### config.mk
export PLATFORM = sky130hd
export DESIGN_NAME = div_vl
export DESIGN_NICKNAME = d
export VERILOG_FILES = /design/src/rtl/div_vl.sv
export SDC_FILE = /design/constraint.sdc
export NUM_CORES = 1
export LEC_CHECK = 0
export BUFFER_PORTS_ARGS = -buffer_cell sky130_fd_sc_hd__buf_2
export CORE_AREA = 2 2 246 187
export CTS_BUF_LIST = sky130_fd_sc_hd__clkbuf_8
export DETAILED_ROUTE_END_ITERATION = 6
export DIE_AREA = 0 0 248 189
export GPL_ROUTABILITY_DRIVEN = 0
export PLACE_DENSITY_LB_ADDON = 0.05
export SYNTH_ARGS = -nofsm -noshare
export SYNTH_HDL_FRONTEND = slang
export SYNTH_SLANG_ARGS = --single-unit
### constraint.sdc
create_clock -name clock -period 16.4 [get_ports clock]
set_input_delay 4.1 -clock clock [delete_from_list [all_inputs] [get_ports clock]]
set_output_delay 4.1 -clock clock [all_outputs]
set_load 0.01 [all_outputs]
### src/rtl/div_vl.sv
// div_vl: variable-latency radix-2 restoring divider with a level-held
// start/valid handshake. Iterations = bit length of |dividend|.
module div_vl #(
    parameter int WIDTH  = 32,
    parameter int SIGNED = 1
) (
    input  logic             clock,
    input  logic             reset,
    input  logic [WIDTH-1:0] dvdnd,
    input  logic [WIDTH-1:0] dvsor,
    output logic [WIDTH-1:0] quot,
    output logic [WIDTH-1:0] rmdr,
    input  logic             start,
    output logic             valid,
    output logic             dz
);

    localparam int CW = $clog2(WIDTH + 1);

    typedef enum logic [2:0] {
        IDLE,
        PREP,
        ITER,
        FIX,
        DONE
    } state_t;

    state_t           state_q, state_d;
    logic [WIDTH-1:0] a_q, a_d;       // captured dividend
    logic [WIDTH-1:0] b_q, b_d;       // captured divisor
    logic [WIDTH-1:0] dd_q, dd_d;     // left-aligned |dividend|, shifted out MSB first
    logic [WIDTH-1:0] dv_q, dv_d;     // |divisor|
    logic [WIDTH-1:0] pr_q, pr_d;     // partial remainder
    logic [WIDTH-1:0] qt_q, qt_d;     // quotient magnitude
    logic [CW-1:0]    cnt_q, cnt_d;
    logic             qneg_q, qneg_d;
    logic             rneg_q, rneg_d;
    logic [WIDTH-1:0] quot_q, quot_d;
    logic [WIDTH-1:0] rmdr_q, rmdr_d;
    logic             valid_q, valid_d;
    logic             dz_q, dz_d;

    logic             a_neg, b_neg;
    logic [WIDTH-1:0] abs_a, abs_b;
    logic [CW-1:0]    nbits;
    logic [CW-1:0]    shamt;
    logic [WIDTH:0]   trial;

    // Operand magnitudes, dividend bit length and alignment shift for PREP
    always_comb begin
        a_neg = (SIGNED != 0) && a_q[WIDTH-1];
        b_neg = (SIGNED != 0) && b_q[WIDTH-1];
        abs_a = a_neg ? -a_q : a_q;
        abs_b = b_neg ? -b_q : b_q;
        nbits = '0;
        for (int unsigned i = 0; i < WIDTH; i++) begin
            if (abs_a[i]) begin
                nbits = CW'(i + 1);
            end
        end
        shamt = CW'(WIDTH) - nbits;
    end

    // One restoring step: bring in next dividend bit and trial-subtract
    always_comb begin
        trial = {pr_q, dd_q[WIDTH-1]} - {1'b0, dv_q};
    end

    // Next-state and datapath update
    always_comb begin
        state_d = state_q;
        a_d     = a_q;
        b_d     = b_q;
        dd_d    = dd_q;
        dv_d    = dv_q;
        pr_d    = pr_q;
        qt_d    = qt_q;
        cnt_d   = cnt_q;
        qneg_d  = qneg_q;
        rneg_d  = rneg_q;
        quot_d  = quot_q;
        rmdr_d  = rmdr_q;
        valid_d = valid_q;
        dz_d    = dz_q;

        case (state_q)
            IDLE: begin
                if (start) begin
                    a_d     = dvdnd;
                    b_d     = dvsor;
                    state_d = PREP;
                end
            end
            PREP: begin
                if (!start) begin
                    state_d = IDLE;
                end else begin
                    qneg_d  = a_neg ^ b_neg;
                    rneg_d  = a_neg;
                    dv_d    = abs_b;
                    dd_d    = abs_a << shamt;
                    pr_d    = '0;
                    qt_d    = '0;
                    cnt_d   = nbits;
                    state_d = ((b_q == '0) || (nbits == '0)) ? FIX : ITER;
                end
            end
            ITER: begin
                if (!start) begin
                    state_d = IDLE;
                end else begin
                    if (!trial[WIDTH]) begin
                        pr_d = trial[WIDTH-1:0];
                        qt_d = {qt_q[WIDTH-2:0], 1'b1};
                    end else begin
                        pr_d = {pr_q[WIDTH-2:0], dd_q[WIDTH-1]};
                        qt_d = {qt_q[WIDTH-2:0], 1'b0};
                    end
                    dd_d  = {dd_q[WIDTH-2:0], 1'b0};
                    cnt_d = cnt_q - CW'(1);
                    if (cnt_q == CW'(1)) begin
                        state_d = FIX;
                    end
                end
            end
            FIX: begin
                if (!start) begin
                    state_d = IDLE;
                end else begin
                    if (b_q == '0) begin
                        quot_d = '1;
                        rmdr_d = a_q;
                        dz_d   = 1'b1;
                    end else begin
                        quot_d = qneg_q ? -qt_q : qt_q;
                        rmdr_d = rneg_q ? -pr_q : pr_q;
                        dz_d   = 1'b0;
                    end
                    valid_d = 1'b1;
                    state_d = DONE;
                end
            end
            DONE: begin
                if (!start) begin
                    valid_d = 1'b0;
                    dz_d    = 1'b0;
                    state_d = IDLE;
                end
            end
            default: begin
                state_d = IDLE;
            end
        endcase
    end

    // State and datapath registers with synchronous reset
    always_ff @(posedge clock) begin
        if (reset) begin
            state_q <= IDLE;
            a_q     <= '0;
            b_q     <= '0;
            dd_q    <= '0;
            dv_q    <= '0;
            pr_q    <= '0;
            qt_q    <= '0;
            cnt_q   <= '0;
            qneg_q  <= 1'b0;
            rneg_q  <= 1'b0;
            quot_q  <= '0;
            rmdr_q  <= '0;
            valid_q <= 1'b0;
            dz_q    <= 1'b0;
        end else begin
            state_q <= state_d;
            a_q     <= a_d;
            b_q     <= b_d;
            dd_q    <= dd_d;
            dv_q    <= dv_d;
            pr_q    <= pr_d;
            qt_q    <= qt_d;
            cnt_q   <= cnt_d;
            qneg_q  <= qneg_d;
            rneg_q  <= rneg_d;
            quot_q  <= quot_d;
            rmdr_q  <= rmdr_d;
            valid_q <= valid_d;
            dz_q    <= dz_d;
        end
    end

    assign quot  = quot_q;
    assign rmdr  = rmdr_q;
    assign valid = valid_q;
    assign dz    = dz_q;

endmodule

==> summary.txt <==
Synth
  – Synth unique cells: 98
  – Post-synthesis sequential area ratio: 0.306
  – Synth Register Bits: approximately 270
  – Cells after Synth: about 2200
  – Number of synthesized flops with an enable pin: 0
  – Post-Syn Area: approximately 18000 um^2
  – Synth Warn #: 0
  – Syn avg cell area: just under 8 um^2
  – Ys flop type: dfxtp_1
  – Syn nets: about 2400
  – Async SR Flop Fraction: 0

Routing
  – Pre-antenna DRT Iters: 5
  – Mean number of vias per cell: 5.76
  – Routed Wire Length: 56700 um
  – Routed wire per std cell: 19.5 um
  – Post-route DRC: 0
  – Routed vias: about 17000
  – DRT iter0 DRCs: around 1500
  – Final ANT Viol Nets: 0

Setup path
  – Worst-path cell chain: inv_1 -> ha_1 -> or3b_1 -> nor4_4 -> mux2_2 -> a32oi_1 -> a211oi_1 -> a221oi_2 -> o2bb2ai_4 -> nor2_2 -> buf_4 -> inv_2 -> ha_1 -> o211a_1 -> o22ai_1 -> nand2_1 -> nor2_1 -> a221oi_1 -> a211oi_1
  – CP endpoint: dd_q[22]
  – Required @ worst endpoint: between 15 and 20 ns
  – Setup crit start kind: register
  – CP Capture Type: register
  – Arrival @ worst endpoint: ~7.5 ns
  – FF-to-FF setup slack: 9.44 ns
  – Slowest stage delay, CP: approximately 0.61 ns
  – Worst R2R End: dd_q[22]
  – CP Launch Point: a_q[0]
  – R2r worst-path depth: 19
  – Critical R2R Launch: a_q[0]
  – Crit path kind: reg2reg
  – Critical path depth in cells: 19
  – Top Family by Delay on Critical Path: compound AO/OA/AOI/OAI gates
  – WP buf/inv: 3
  – Slowest stage cell, crit path: nor4_4
  – Crit Path Max Fanout: 21

GRT
  – GR Overflow Total: 0
  – Global-route wire length before repair: 88500 um
  – Largest net degree at the start of global routing: slightly above 90
  – Met3 GRT Util: 0.0421
  – Number of antenna violations at the first check in global routing: 1
  – Met1 Use GR: 0.362
  – Number of global-route vias before repair: ~15000
  – Total track usage: 0.236
  – Gr busiest metal: met1
  – M2 GR Usage: 0.335

Floorplan
  – Core ar.: between 40000 and 50000 um^2
  – Ports: 133
  – Die height: around 190 um
  – Die area: about 47000 um^2
  – Initial Utilization: 0.396
  – Row cnt: 67
  – Die W: between 200 and 250 um

STA
  – Hold Fails Final Rpt: 0
  – Max-slew violation count: 0
  – Final WS setup: between 9 and 10 ns
  – F_max: around 140 MHz
  – Period utilisation layout: 0.424
  – Worst Max-Slew Pin Slew: approximately 1.1 ns
  – Clk_skew: about 0.035 ns
  – Hold slack: between 0.4 and 0.5 ns
  – Final setup TNS: 0 ns
  – RSZ-0062 raised after global routing: no
  – Final Setup Violations: 0
  – Max-slew headroom: 0.233
  – Final min period: ~7.0 ns

Clock network
  – Post-CTS Resized: 0
  – Setup bufs post-CTS: 0
  – CTS root buffer: clkbuf_8
  – Cts bufs inserted: 49
  – Clock-pin slew on the worst setup and hold paths: 0.06 ns
  – Hold_buf cts: 0
  – Clk Latency, worst-skew pair: 0.65 ns
  – Clk sinks: about 270
  – Clock buffer depth: 3
  – H-tree depth: 2
  – CTS tree: built

Final layout
  – Layout cell share with drive strength beyond 1: 0.142
  – Fillers: between 4000 and 5000
  – Layout area overhead: 11.5%
  – # diodes: 0
  – Final nets: 2384

Flow run
  – Max Cap Viol: 0

Hold path
  – Worst hold-check path type: reg2reg

Placement
  – Hpwl dp: between 40000 and 50000 um
  – # port buffers: around 130
  – Pre-CTS setup slack: ~9.6 ns

Pwr
  – Lkg Pwr: 7.80 nW
  – Max IR drop VDD: 0.0569 mV
  – Pwr dens: roughly 110 nW/um^2

Outcome
  – Status: finished, final reports clean
[synthesized netlist by cell type, types with 5 or more instances]
library cell	number	area, um^2
nand2_1	315	1180
dfxtp_1	269	5390
nor2_1	240	901
a21oi_1	171	856
clkbuf_1	146	548
xor2_1	110	963
o21ai_0	94	470
inv_1	62	233
a211oi_1	59	443
nor3_1	54	270
mux2i_1	48	480
xnor2_1	44	385
ha_1	39	488
o31ai_1	39	293
a311oi_1	38	333
nand3_1	38	190
a22oi_1	35	263
o211ai_1	33	248
or3_1	26	163
or4_1	25	188
mux4_2	24	541
a21o_1	22	165
a221oi_1	22	193
nand2b_1	17	106
mux2_2	16	180
o41ai_1	15	131
nand4_1	14	87.6
a31oi_1	13	81.3
buf_2	13	65.1
nor4_1	13	81.3
buf_1	12	45.0
and3_1	11	68.8
a31o_2	10	87.6
nor2b_1	10	62.6
o21a_1	10	75.1
and2_1	8	50.1
nor3b_1	7	52.6
o22ai_1	7	43.8
a2111oi_0	6	52.6
a32oi_1	6	52.6
or2_2	6	37.5
a41oi_1	5	43.8
o21bai_1	5	37.5
[registers in the layout, indices dropped and copies added, names as in the netlist]
| name | flops |
|---|---|
| state_q | 3 |
| cnt_q | 6 |
| dv_q | 32 |
| qneg_q | 1 |
| a_q | 32 |
| dz | 1 |
| rneg_q | 1 |
| dd_q | 32 |
| pr_q | 32 |
| valid | 1 |
| b_q | 32 |
| qt_q | 32 |
| quot | 32 |
| rmdr | 32 |
[worst min path at each step]
stage	from	endpoint	slack [ns]	depth (start not counted)
floorplan	dv_q[0]	dv_q[0]	0.44	2
global placement	rmdr[31]	rmdr[31]	0.44	2
detailed placement	rmdr[31]	rmdr[31]	0.44	2
CTS	rmdr[31]	rmdr[31]	0.45	2
global route	rmdr[15]	rmdr[15]	0.48	2
finish	rmdr[31]	rmdr[31]	0.45	2
[placed cells by master (no fill, tap or decap), drive strengths merged, types with 8 or more instances in the layout]
cell,instances
a2111oi,8
a211oi,60
a21o,22
a21oi,171
a221oi,25
a22oi,35
a311oi,38
a31o,10
a31oi,14
and2,8
and3,11
buf,157
clkbuf,66
clkinv,9
dfxtp,269
ha,39
inv,75
mux2,17
mux2i,48
mux4,24
nand2,316
nand2b,17
nand3,39
nand4,14
nor2,243
nor2b,10
nor3,55
nor4,16
o211ai,33
o21a,10
o21ai,96
o31ai,40
o41ai,16
or3,26
or4,26
xnor2,44
xor2,111
[report_power, final]
group	leakage, nW	internal (W)	switching, W	total [W]
combinational	5.01	0.000280	0.000446	0.000726
clock	0.604	0.000404	0.000311	0.000715
sequential	2.18	0.000678	0.0000338	0.000712
[worst register-to-register path: cells and delay by family (launching register included)]
kind | cells | cell delay (ns)
AOI/OAI and AO/OA | 8 | 2.24
buffers and inverters | 3 | 0.80
and+or+nand+nor | 5 | 2.18
muxes | 1 | 0.40
adders and majority gates | 2 | 0.79
DFF | 1 | 0.45
[area by class of cell]
| class | instances | area, um^2 | area share |
|---|---|---|---|
| multi-input combinational | 1734 | 11300 | 0.576 |
| sequential | 269 | 5390 | 0.275 |
| clock buffer | 65 | 895 | 0.0456 |
| timing repair buffer | 158 | 865 | 0.0441 |
| tap | 586 | 733 | 0.0374 |
| inverter | 65 | 244 | 0.0124 |
| clock inverter | 23 | 198 | 0.0101 |
[per-layer routing]
| metal | up-vias | part of all wire |
|---|---|---|
| li1 | 8241 | - |
| met1 | 7912 | 0.51 |
| met2 | 473 | 0.41 |
| met3 | 76 | 0.063 |
| met4 | 2 | 0.019 |
| met5 | - | 0.00019 |
[per-stage QoR]
stage          cell area, um^2  instances  utilization  total power [W]
4_1_cts                  19600       2900        0.442          0.00216
5_1_grt                  19600       2900        0.442          0.00227
6_report                 19600       2900        0.442          0.00215
3_5_place_dp             18500       2812        0.417          0.00144
2_1_floorplan            17600       2243            -          0.00126
3_3_place_gp             18500       2812        0.417          0.00144
[cells by family after synthesis]
group,share of synthesized area
DFF,0.306
buffers and inverters,0.0537
adders and majority gates,0.0289
muxes,0.0692
xor gates and xnor gates,0.0783
and+or+nand+nor,0.210
AOI/OAI and AO/OA,0.253
Note: power is estimated with default switching activity, not from simulation.
